### src/rtl/fsm_ser_tx.sv
// Parallel-to-serial transmitter: one WIDTH-bit word per handshake, shifted out one bit per clock.
// Optional even-parity bit after the data bits when PARITY_EN is defined.
module fsm_ser_tx #(
    parameter int unsigned WIDTH     = 8,
    parameter int unsigned GAP       = 1,
    parameter bit          MSB_FIRST = 1'b1
) (
    input  logic             clk,
    input  logic             rst,
    input  logic [WIDTH-1:0] din,
    input  logic             din_valid,
    output logic             din_ready,
    output logic             ser_out,
    output logic             ser_valid,
    output logic             busy,
    output logic             done
);

    localparam int unsigned CNT_W = (WIDTH > 1) ? $clog2(WIDTH) : 1;
    localparam int unsigned GAP_W = 4;
    localparam logic [CNT_W-1:0] LAST_BIT = CNT_W'(WIDTH - 1);
    localparam logic [GAP_W-1:0] LAST_GAP = GAP_W'((GAP > 0) ? (GAP - 1) : 0);

`ifdef PARITY_EN
    typedef enum logic [1:0] {
        ST_IDLE  = 2'd0,
        ST_SHIFT = 2'd1,
        ST_PAR   = 2'd2,
        ST_GAP   = 2'd3
    } state_t;
`else
    typedef enum logic [1:0] {
        ST_IDLE  = 2'd0,
        ST_SHIFT = 2'd1,
        ST_GAP   = 2'd3
    } state_t;
`endif

    state_t             state_q, state_d;
    logic [WIDTH-1:0]   shreg_q, shreg_d;
    logic [CNT_W-1:0]   bit_cnt_q, bit_cnt_d;
    logic [GAP_W-1:0]   gap_cnt_q, gap_cnt_d;
`ifdef PARITY_EN
    logic               par_q, par_d;
`endif
    logic               ready_d, out_d, valid_d, busy_d, done_d;
    logic               end_word;

    // State, datapath and output registers
    always_ff @(posedge clk or negedge rst) begin
        if (!rst) begin
            state_q   <= ST_IDLE;
            shreg_q   <= '0;
            bit_cnt_q <= '0;
            gap_cnt_q <= '0;
`ifdef PARITY_EN
            par_q     <= 1'b0;
`endif
            din_ready <= 1'b0;
            ser_out   <= 1'b0;
            ser_valid <= 1'b0;
            busy      <= 1'b0;
            done      <= 1'b0;
        end else begin
            state_q   <= state_d;
            shreg_q   <= shreg_d;
            bit_cnt_q <= bit_cnt_d;
            gap_cnt_q <= gap_cnt_d;
`ifdef PARITY_EN
            par_q     <= par_d;
`endif
            din_ready <= ready_d;
            ser_out   <= out_d;
            ser_valid <= valid_d;
            busy      <= busy_d;
            done      <= done_d;
        end
    end

    // Next state and next registered outputs
    always_comb begin
        state_d   = state_q;
        shreg_d   = shreg_q;
        bit_cnt_d = bit_cnt_q;
        gap_cnt_d = gap_cnt_q;
`ifdef PARITY_EN
        par_d     = par_q;
`endif
        ready_d   = 1'b0;
        out_d     = 1'b0;
        valid_d   = 1'b0;
        busy_d    = 1'b0;
        done_d    = 1'b0;
        end_word  = 1'b0;

        case (state_q)
            ST_IDLE: begin
                ready_d = 1'b1;
                if (din_valid && din_ready) begin
                    // First bit leaves on this edge; the register keeps the rest.
                    state_d   = ST_SHIFT;
                    bit_cnt_d = '0;
                    shreg_d   = MSB_FIRST ? (din << 1) : (din >> 1);
                    out_d     = MSB_FIRST ? din[WIDTH-1] : din[0];
                    valid_d   = 1'b1;
                    busy_d    = 1'b1;
                    ready_d   = 1'b0;
`ifdef PARITY_EN
                    par_d     = ^din;
`endif
                end
            end

            ST_SHIFT: begin
                busy_d = 1'b1;
                if (bit_cnt_q == LAST_BIT) begin
`ifdef PARITY_EN
                    state_d = ST_PAR;
                    out_d   = par_q;
                    valid_d = 1'b1;
`else
                    end_word = 1'b1;
`endif
                end else begin
                    bit_cnt_d = bit_cnt_q + CNT_W'(1);
                    out_d     = MSB_FIRST ? shreg_q[WIDTH-1] : shreg_q[0];
                    shreg_d   = MSB_FIRST ? (shreg_q << 1) : (shreg_q >> 1);
                    valid_d   = 1'b1;
                end
            end

`ifdef PARITY_EN
            ST_PAR: begin
                end_word = 1'b1;
            end
`endif

            ST_GAP: begin
                busy_d = 1'b1;
                if (gap_cnt_q == LAST_GAP) begin
                    state_d = ST_IDLE;
                    busy_d  = 1'b0;
                    ready_d = 1'b1;
                end else begin
                    gap_cnt_d = gap_cnt_q + GAP_W'(1);
                end
            end

            default: begin
                state_d = ST_IDLE;
            end
        endcase

        // Last serial bit has left: pulse done and either rest in the gap or reopen at once.
        if (end_word) begin
            done_d = 1'b1;
            if (GAP == 0) begin
                state_d = ST_IDLE;
                ready_d = 1'b1;
                busy_d  = 1'b0;
            end else begin
                state_d   = ST_GAP;
                gap_cnt_d = '0;
                busy_d    = 1'b1;
            end
        end
    end

endmodule

### config.mk
export PLATFORM = sky130hd
export DESIGN_NAME = fsm_ser_tx
export DESIGN_NICKNAME = d
export VERILOG_FILES = /design/src/rtl/fsm_ser_tx.sv
export SDC_FILE = /design/constraint.sdc
export NUM_CORES = 1
export LEC_CHECK = 0
export CAP_MARGIN = 20
export CORE_AREA = 2 2 70 72
export CTS_BUF_LIST = sky130_fd_sc_hd__clkbuf_8
export DETAILED_ROUTE_END_ITERATION = 10
export DIE_AREA = 0 0 72 74
export PLACE_DENSITY = 0.52
export SETUP_SLACK_MARGIN = 0.05
export SYNTH_ARGS = -nofsm -noshare
export SYNTH_HDL_FRONTEND = slang
export SYNTH_SLANG_ARGS = --single-unit
### constraint.sdc
create_clock -name clk -period 2.2 [get_ports clk]
set_input_delay 0.44 -clock clk [delete_from_list [all_inputs] [get_ports clk]]
set_output_delay 0.44 -clock clk [all_outputs]
set_load 0.03 [all_outputs]
After elaboration in Yosys (flattened, before gate mapping):

Cells that the tools add are included.

* register bits: 22
* logic and storage cells: 56
* output and inout port bits: 5
* input port bits: 11

* reductions and logical operators: 8
* mux-type cells: 28
* equality and inequality tests: 9
* $add $sub $neg: 2

Operators with widths (count)
* 8-bit 2-to-1 mux: 2
* 8-bit case mux with 2 select lines: 1
* 4-bit 2-to-1 mux: 3
* 1-bit 2-to-1 mux: 11
* 2-bit inequality test (second input constant): 4
* 2-bit 2-to-1 mux: 3
* 3-bit 2-to-1 mux: 2
* 3-bit inequality test (second input constant): 2
* 1-bit case mux with 2 select lines: 3
* 2-bit case mux with 3 select lines: 1
* 3-bit case mux with 2 select lines: 1
* 3-bit AND reduction: 2
* 4-bit by 1-bit adder with 4-bit output (second input constant): 1
* 4-bit logical NOT: 1
* 2-bit nonzero test: 2
* 3-bit by 1-bit adder with 3-bit output (second input constant): 1
* 3-bit equality test (second input constant): 1
* 1-bit case mux with 3 select lines: 1
* 2-bit by 1-bit equality test with 1-bit output (second input constant): 1
* 2-bit equality test (second input constant): 1
* 2-bit logical NOT: 1
* 2-bit AND reduction: 1
* 1-bit logical AND: 1

Logic depth before layout (Yosys ltp):

Gate-level depths: netlist of run 1.

* depth after elaboration: 5
* gate-level depth with buffers: 7
* depth with buffers taken out: 5

Least setup slack after synthesis of run 1:

Ideal clock, no wire load.

* kind: reg2reg
* from: register bit_cnt_q[0]
* to: register shreg_q[2]
* clock period less this slack: 1881 ps
* path slack: 319 ps
* cell stages (with the launch flop): 7
* arrival time: 1756 ps
* data required time: 2075 ps
* buffers on the path: 1
* setup time: 125 ps
* cell sequence: dfrtp_1 -> ha_1 -> ha_1 -> and2_4 -> buf_6 -> nor3_4 -> mux2_2

* word-level cells in the longest chain between the ends: 3

Ends and longest elaborated chain
* start: declaration: RTL line 41 `logic [CNT_W-1:0] bit_cnt_q, bit_cnt_d;`
* start signal: assignment: RTL line 67 `bit_cnt_q <= bit_cnt_d;`
* 3-bit equality test: RTL line 116 `if (bit_cnt_q == LAST_BIT) begin`
* 2-bit inequality test (no source line)
* 3-bit AND reduction (no source line)
* end signal: assignment: RTL line 66 `shreg_q <= shreg_d;`
* end: declaration: RTL line 40 `logic [WIDTH-1:0] shreg_q, shreg_d;`

Every way passes these cells.
A chain may end at the register's enable or synchronous reset.

Final worst setup path of run 1:

* from: register bit_cnt_q[0]
* to: register shreg_q[6]

The elaborated chain is that of the path after synthesis.

==> run_results.csv, run 1 <==
group,metric,value,unit
place,dp_slack,0.1954,ns
route,wl,2.088,mm
route,vias,808,
clock_tree,cts.sinks,21,
clock_tree,cts-root-buf,"clkbuf_8",
yosys,yosysSeqAreaShare,46.88,%
final_layout,nets,141,
yosys,yosys-top-cells-area,"dfrtp_1 (47%), mux2_2 (12%), ha_1 (8.9%), o21ai_0 (4.5%), inv_1 (3.0%)",
floorplan,die-area,5328,µm²
clock_tree,cts_hold_buf,0,
timing,timing.fmax,509.9,MHz
route,drt_iter0_markers,27,
global_route,use_met1,12.50,%
clock_tree,clk_pin_slew,0.08,ns
pwr,p_leak,0.6035,nW
place,dp_hpwl,1.631,mm
yosys,synth_edf_count,0,
worst_setup_path,path_cells,"ha_1, ha_1, and2_4, nor3_4, mux2_2",
clock_tree,cts_tree,"yes",
clock_tree,post_cts_resized,0,
worst_setup_path,crit_top_cell,"ha_1",
global_route,grtUsageTotal,9.334,%
pwr,vdd_drop_max,0.5273,mV
yosys,synthesis.area,1121,µm²
place,io_buffer_count,15,
global_route,grt_pass1_wl,3.919,mm
floorplan,io_pins,16,
yosys,syn_area_per_cell,11.10,µm²
floorplan,chipWidth,72,µm
run,cap_violations,0,
yosys,synth.most_common_cell,"dfrtp_1",
worst_setup_path,crit_slowest_cell,"dfrtp_1",
global_route,met2_usage,14.92,%
global_route,grt_start_max_net_pins,22,
floorplan,row_count,25,
global_route,grt_pass1_vias,867,
clock_tree,cts_buffer_depth,2,
pwr,pwr_density_cell,1143,nW/µm²
worst_setup_path,cp_top_family,"simple AND/OR/NAND/NOR gates",
global_route,grt_use_met3,2.304,%
timing,max_slew.worst_pin.slew,0.6155,ns
yosys,syn_inst,101,
global_route,antenna_found_initial,0,
worst_setup_path,slowest_delay,0.41,ns
global_route,overflow,0,
timing,slew_viol_final,0,
yosys,synth.top_cell.area_share,46.88,%
timing,fin_hold_ws,0.5133,ns
clock_tree,clk_latency,0.26,ns
timing,clock_skew,0.004842,ns
final_layout,antenna_cells,0,
worst_setup_path,critPathRequiredTime,2.35,ns
timing,finalSetupViolations,0,
final_layout,drive_above_1_share,20.66,%
timing,relSlewSlack,58.88,%
final_layout,postLayoutCellArea,1389,µm²
yosys,yosys_warnings,0,
timing,rsz0062_at_grt,"no",
worst_setup_path,critPathArrivalTime,2.12,ns
worst_setup_path,cp_num_buf_inv,0,
place,place_area,1343,µm²
floorplan,start_util,24.38,%
final_layout,n_fill_cell,470,
yosys,synth_top_area_cell,"dfrtp_1",
worst_setup_path,critPathKind,"reg -> reg",
floorplan,core_area,4598,µm²
final_layout,final_core_util,30.20,%
global_route,grt-busiest-layer,"met2",
route,drc_errors,0,
yosys,async_flop_share,100.0,%
yosys,syn_nets,120,
route,wl_per_cell,11.93,µm
yosys,ys_seq_elements,21,
worst_setup_path,cp_max_fo,9,
clock_tree,htreeDepth,1,
outcome,status,"finished, final reports clean",
route,first_pass_iters,4,
timing,setup_ws,0.2390,ns
yosys,synthDistinctLibCells,29,
timing,hold_viol,0,
route,ant_nets,0,
clock_tree,cts_inserted_buffers,3,
route,drt-vias-per-instance,4.617,
timing,min_period,1.961,ns
yosys,synth_common_cells,"dfrtp_1 (21), mux2_2 (12), o21ai_0 (10), inv_1 (9), ha_1 (8)",
worst_hold_path,hp-class,"in -> async",
timing,tns,0,ns
floorplan,die_h,74,µm
final_layout,final-seq-area,525.5,µm²
final_layout,syn_to_final_growth,23.88,%
place,place_congestion,0.7932,
final_layout,multi_input_area,535.5,µm²
clock_tree,cts_setup_buffers,0,
worst_setup_path,cp-end-kind,"flip-flop",
worst_setup_path,cp-start-kind,"flip-flop",
yosys,synth_flop_cell,"dfrtp_1",
timing,period_share,89.14,%
-- stage by stage --
step / total power [mW] / std cells
after floorplan: 1.134 / 101
after global placement: 1.327 / 171
after detailed placement: 1.349 / 171
after CTS: 1.608 / 175
after global routing: 1.709 / 175
final: 1.587 / 175
-- layer usage --
metal / wire length, µm / vias up
met5: 0 / -
met4: 25 / 0
met3: 107 / 3
met2: 917 / 18
met1: 1037 / 392
li1: - / 395
-- worst paths after layout --
check                              to  cells past startpoint    startpoint  slack [ns]
setup / recovery           shreg_q[6]                      5  bit_cnt_q[0]        0.24
hold / removal             shreg_q[7]                      2           rst        0.51
setup reg to reg           shreg_q[6]                      5  bit_cnt_q[0]        0.24
hold reg to reg            shreg_q[3]                      1    shreg_q[3]        0.51
max in group asynchronous   din_ready                      2           rst        1.47
min in group clk           shreg_q[3]                      1    shreg_q[3]        0.51
-- layout by cell type, fill, tap and decap left out, types with 3 or more instances in the layout --
cell	netlist	final
a21oi_1	5	5
a22o_1	3	3
buf_4	0	4
clkbuf_8	0	3
clkdlybuf4s50_1	0	15
dfrtp_1	21	21
ha_1	8	8
inv_1	9	9
mux2_2	12	12
nand2_1	3	3
nor2_1	5	5
o21ai_0	10	10
-- state kept, by name, indices dropped and copies added, names as in the netlist --
register and cells:
shreg_q 7, gap_cnt_q 4, din_ready 1, bit_cnt_q 3, done 1, state_q 2
ser_valid 1, busy 1, ser_out 1
-- cell families (layout without fill, tap and decap cells) --
group / after synthesis / count (layout) / share of synthesized area (%)
multiplexers: 12 / 12 / 12.05
AO/OA/AOI/OAI: 24 / 24 / 13.51
buffers and inverters: 12 / 32 / 5.356
adder cells (fa/ha/maj): 8 / 8 / 8.929
AND/OR/NAND/NOR: 23 / 23 / 12.50
XOR/XNOR: 1 / 1 / 0.7814
flip-flops: 21 / 21 / 46.87
-- report_power, final --
part           internal (mW)  switching [mW]
clock                  0.126           0.128
combinational          0.381           0.351
sequential             0.522          0.0783
-- cell type report --
| class | instances | area share, % |
|---|---|---|
| Multi-Input combinational cell | 68 | 38.56 |
| Sequential cell | 21 | 37.84 |
| Timing Repair Buffer | 19 | 12.97 |
| Tap cell | 54 | 4.865 |
| Clock buffer | 3 | 2.973 |
| Inverter | 9 | 2.432 |
| Clock inverter | 1 | 0.3604 |
Power figures use the tool's default switching activity.
==> run 2: changes to the inputs <==
--- a/config.mk
+++ b/config.mk
@@ -6,10 +6,10 @@
 export NUM_CORES = 1
 export LEC_CHECK = 0
 export CAP_MARGIN = 20
-export CORE_AREA = 2 2 70 72
+export CORE_AREA = 3 3 71 73
 export CTS_BUF_LIST = sky130_fd_sc_hd__clkbuf_8
 export DETAILED_ROUTE_END_ITERATION = 10
-export DIE_AREA = 0 0 72 74
+export DIE_AREA = 0 0 74 76
 export PLACE_DENSITY = 0.52
 export SETUP_SLACK_MARGIN = 0.05
 export SYNTH_ARGS = -nofsm -noshare
==> run 2 against run 1 <==
Against the previous run: sequential cell count unchanged; sequential power down 0.7%; register-to-register slack better by 0.09 ns; core utilization up 1.0 points; critical path type unchanged.
==> run_results.csv, run 2 (synthesis gave the netlist of run 1 again) <==
group,metric,value,unit
worst_setup_path,critPathKind,"reg -> reg",
worst_setup_path,cp-start-kind,"flip-flop",
worst_setup_path,critPathArrivalTime,2.02,ns
outcome,status,"finished, final reports clean",
worst_setup_path,critPathRequiredTime,2.35,ns
timing,min_period,1.867,ns
floorplan,die_h,76,µm
timing,tns,0,ns
final_layout,antenna_cells,0,
worst_setup_path,path_cells,"ha_1, ha_1, and2_4, nor3_4, mux2_2",
place,place_congestion,0.8268,
global_route,grt_start_max_net_pins,22,
global_route,overflow,0,
final_layout,drive_above_1_share,19.17,%
floorplan,die-area,5624,µm²
floorplan,io_pins,16,
clock_tree,clk_pin_slew,0.08,ns
route,vias,818,
place,io_buffer_count,15,
route,first_pass_iters,4,
global_route,antenna_found_initial,0,
floorplan,row_count,24,
final_layout,final_common_cell,"dfrtp_1",
final_layout,largest_reg_flops,7,
clock_tree,cts_tree,"yes",
worst_setup_path,rrSetupSlack,0.33,ns
clock_tree,cts-root-buf,"clkbuf_8",
worst_hold_path,hp-class,"in -> async",
worst_setup_path,crit_top_cell,"ha_1",
route,drt_iter0_markers,22,
place,dp_hpwl,1.711,mm
clock_tree,cts_setup_buffers,0,
run,cap_violations,0,
worst_setup_path,slowest_delay,0.42,ns
route,wl_per_cell,13.04,µm
clock_tree,clk_latency,0.26,ns
worst_setup_path,crit_slowest_cell,"dfrtp_1",
final_layout,top_register,"shreg_q",
route,drc_errors,0,
route,ant_nets,0,
final_layout,syn_to_final_growth,22.88,%
route,wl,2.243,mm
floorplan,core_area,4414,µm²
clock_tree,post_cts_resized,0,
timing,clock_skew,0.005723,ns
final_layout,final_core_util,31.21,%
timing,relSlewSlack,55.52,%
final_layout,layout_common_cells,"dfrtp_1 (21), clkdlybuf4s50_1 (15), mux2_2 (12)",
clock_tree,cts.sinks,21,
global_route,grt_pass1_vias,911,
pwr,vdd_drop_max,0.5119,mV
clock_tree,cts_hold_buf,0,
final_layout,reg.largest.list,"shreg_q (7), gap_cnt_q (4), bit_cnt_q (3)",
worst_setup_path,cp_max_fo,7,
clock_tree,cts_buffer_depth,2,
worst_setup_path,cp-end-kind,"flip-flop",
timing,period_share,84.86,%
global_route,grt_pass1_wl,3.933,mm
floorplan,start_util,25.40,%
pwr,pwr_density_cell,1141,nW/µm²
global_route,grtUsageTotal,8.914,%
timing,rsz0062_at_grt,"no",
worst_setup_path,cp_num_buf_inv,0,
final_layout,n_fill_cell,447,
timing,timing.fmax,535.6,MHz
worst_setup_path,cp_top_family,"simple AND/OR/NAND/NOR gates",
clock_tree,cts_inserted_buffers,3,
timing,max_slew.worst_pin.slew,0.6658,ns
floorplan,chipWidth,74,µm
clock_tree,htreeDepth,1,
route,drt-vias-per-instance,4.756,
final_layout,nets,140,
pwr,p_leak,0.6012,nW
timing,slew_viol_final,0,
timing,finalSetupViolations,0,
timing,hold_viol,0,
==> run 2: changes by cell type in the layout (fill, tap and decap cells not counted) <==
cell and delta:
clkinv_2 -1, buf_4 -1, inv_1 +1
==> run 2: final timing paths <==
check / start / end / depth (start not counted)
worst max-delay path: bit_cnt_q[0] / shreg_q[3] / 5
worst min-delay path: rst / ser_out / 2
worst max register to register: bit_cnt_q[0] / shreg_q[3] / 5
worst min register to register: shreg_q[4] / shreg_q[4] / 1
max in group asynchronous: rst / gap_cnt_q[0] / 2
min in group clk: shreg_q[4] / shreg_q[4] / 1
==> run 2: where the power goes <==
part / internal (mW) / total [mW] / switching [mW]
clock network: 0.125 / 0.254 / 0.129
registers: 0.522 / 0.597 / 0.0752
logic: 0.371 / 0.721 / 0.350
==> run 2: worst register-to-register path: stages (launching register included) <==
cell and delay (ns):
dfrtp_1 0.42, ha_1 0.21, ha_1 0.19, and2_4 0.20, nor3_4 0.36, mux2_2 0.38
==> run 2: layer usage <==
| layer | vias to the layer above | track usage, % | share of wire (%) |
|---|---|---|---|
| met2 | 30 | 13.92 | 46 |
| li1 | 392 | - | - |
| met5 | - | 0 | 0 |
| met3 | 7 | 2.639 | 5.6 |
| met4 | 0 | 4.167 | 2.1 |
| met1 | 389 | 11.06 | 47 |
==> run 2: area by class of cell <==
type                            instances  area, µm²  share of cell area [%]
Timing Repair Buffer                   18      172.7                   12.53
Clock buffer                            3      41.29                   2.997
Tap cell                               52      65.06                   4.723
Inverter                                9      33.78                   2.452
Multi-Input combinational cell         68      535.5                   38.87
Sequential cell                        21      525.5                   38.15
Clock inverter                          1      3.754                  0.2725
==> run 2: stage by stage <==
stage	instance area [µm²]	std cells	total power, mW	hold slack (ns)	worst slack (ns)
after global routing	1378	172	1.696	0.5248	0.1921
after CTS	1378	172	1.601	0.5125	0.3082
after detailed placement	1333	168	1.339	0.4943	0.1952
final	1378	172	1.571	0.5074	0.3330
after floorplan	1121	101	1.134	0.1444	0.3194
after global placement	1333	168	1.315	0.4864	0.2200
==> run 3: changes to the inputs <==
==> constraint.sdc (replaced) <==
create_clock -name clk -period 1.85 [get_ports clk]
set_input_delay 0.37 -clock clk [delete_from_list [all_inputs] [get_ports clk]]
set_output_delay 0.37 -clock clk [all_outputs]
set_load 0.03 [all_outputs]
==> run 3 against run 2 <==
Against the previous run: worst setup slack worse by 0.16 ns; clock power up 13%; sequential cell count unchanged; final cell count up 4.7%; non-clock buffer count up 8; clock skew down 0.0050 ns; clock-buffer cell count unchanged; highest routed layer unchanged.
==> run_results.csv, run 3 (synthesis gave the netlist of run 1 again) <==
group,metric,value,unit
route,wl_met3,101,µm
route,wl_met1,976,µm
route,drc_errors,0,
worst_setup_path,cp_max_fo,7,
worst_setup_path,slowest_delay,0.40,ns
timing,clock_skew,0.0007699,ns
global_route,grt_pass1_wl,3.746,mm
place,dp.cells,174,
global_route,grt_start_max_net_pins,22,
clock_tree,cts-root-buf,"clkbuf_8",
outcome,status,"finished, final reports clean",
route,wl,2.169,mm
route,wl_per_cell,12.05,µm
floorplan,chipWidth,74,µm
final_layout,final-seq-area,525.5,µm²
pwr,vdd_drop_max,0.6030,mV
clock_tree,htreeDepth,1,
clock_tree,cts.sinks,21,
worst_setup_path,critPathKind,"reg -> reg",
worst_setup_path,ff2ff_path_depth,6,
final_layout,multi_input_area,538.0,µm²
final_layout,layout_common_cells,"dfrtp_1 (21), clkdlybuf4s50_1 (15), mux2_2 (12)",
timing,slew_viol_final,0,
timing,min_period,1.679,ns
timing,finalSetupViolations,0,
global_route,grtUsageTotal,8.378,%
final_layout,n_fill_cell,429,
worst_setup_path,cp-end-kind,"flip-flop",
route,first_pass_iters,4,
final_layout,syn_to_final_growth,29.58,%
clock_tree,clk_pin_slew,0.07,ns
timing,timing.fmax,595.7,MHz
clock_tree,cts_tree,"yes",
worst_setup_path,cp_num_buf_inv,1,
floorplan,io_pins,16,
final_layout,drive_above_1_share,25.00,%
pwr,pwr_density_cell,1375,nW/µm²
final_layout,largest_reg_flops,7,
timing,hold_viol,0,
final_layout,nets,148,
pwr,p_leak,0.6423,nW
route,met2WireLength,1.072,mm
place,place_area,1380,µm²
route,drt-vias-per-instance,4.489,
global_route,overflow,0,
worst_setup_path,critPathArrivalTime,1.82,ns
final_layout,layoutNonFillerInstCount,180,
run,cap_violations,0,
timing,period_share,90.75,%
final_layout,final_core_util,32.91,%
global_route,grt_pass1_vias,837,
global_route,antenna_found_initial,0,
floorplan,start_util,25.40,%
clock_tree,cts_hold_buf,0,
timing,max_slew.worst_pin.slew,0.4436,ns
worst_setup_path,cp.depth,6,
worst_setup_path,critPathRequiredTime,1.99,ns
floorplan,row_count,24,
route,vias,808,
worst_setup_path,crit_slowest_cell,"dfrtp_1",
route,ant_nets,0,
floorplan,die-area,5624,µm²
timing,relSlewSlack,70.36,%
place,dp_hpwl,1.680,mm
worst_setup_path,cp_top_family,"flip-flops",
final_layout,top_register,"shreg_q",
place,place_congestion,0.7934,
clock_tree,cts_inserted_buffers,3,
floorplan,core_area,4414,µm²
place,io_buffer_count,15,
final_layout,reg.largest.list,"shreg_q (7), gap_cnt_q (4), bit_cnt_q (3)",
route,top_layer_used,"met4",
final_layout,postLayoutCellArea,1453,µm²
worst_setup_path,cp-start-kind,"flip-flop",
final_layout,final_common_cell,"dfrtp_1",
timing,tns,0,ns
timing,rsz0062_at_grt,"no",
pwr,total_power,1.998,mW
clock_tree,cts_buffer_depth,2,
floorplan,die_h,76,µm
final_layout,antenna_cells,0,
clock_tree,clk_latency,0.25,ns
worst_setup_path,path_cells,"ha_1, ha_2, and2_4, nor3_4, buf_12, mux2_2",
worst_hold_path,hp-class,"in -> async",
route,drt_iter0_markers,27,
## run 3: area by class of cell
class | instances | area share [%]
flip-flops and latches | 21 | 36.18
multi-input cells | 68 | 37.04
repair buffers | 26 | 16.88
clock inverters | 1 | 0.2584
well taps | 52 | 4.479
clock buffers | 3 | 2.842
inverters | 9 | 2.326
## run 3: power by group
group / switching [mW] / total, mW / internal (mW)
Sequential: 0.0755 / 0.697 / 0.621
Combinational: 0.461 / 1.01 / 0.553
Clock: 0.140 / 0.288 / 0.147
## run 3: per-stage QoR
step | hold WS, ns | setup WS, ns
5_1_grt | 0.4960 | 0.05774
3_3_place_gp | 0.4856 | 0.004582
2_1_floorplan | 0.07441 | 0.08381
6_report | 0.4631 | 0.1712
3_5_place_dp | 0.4920 | -0.04928
4_1_cts | 0.4734 | 0.06727
## run 3: path summary, 6_finish.rpt
path	start	endpoint	slack (ns)
setup / recovery	bit_cnt_q[1]	shreg_q[5]	0.17
hold / removal	rst	gap_cnt_q[3]	0.46
setup reg to reg	bit_cnt_q[1]	shreg_q[5]	0.17
hold reg to reg	shreg_q[6]	shreg_q[6]	0.51
max in group asynchronous	rst	din_ready	1.17
min in group clk	shreg_q[6]	shreg_q[6]	0.51
## run 3: layer usage
metal,global-route usage (%),vias to the layer above
met3,1.847,2
met5,0,-
met2,14.27,22
met1,10.47,377
li1,-,407
met4,2.174,0
## run 3: timing repair
| action | in CTS | in global routing |
|---|---|---|
| buffers inserted | 1 | 1 |
| endpoints found under the hold margin | 0 | 0 |
| pin swaps | 1 | 1 |
| gates resized for setup | 0 | 0 |
| setup endpoints to repair | 1 | 6 |
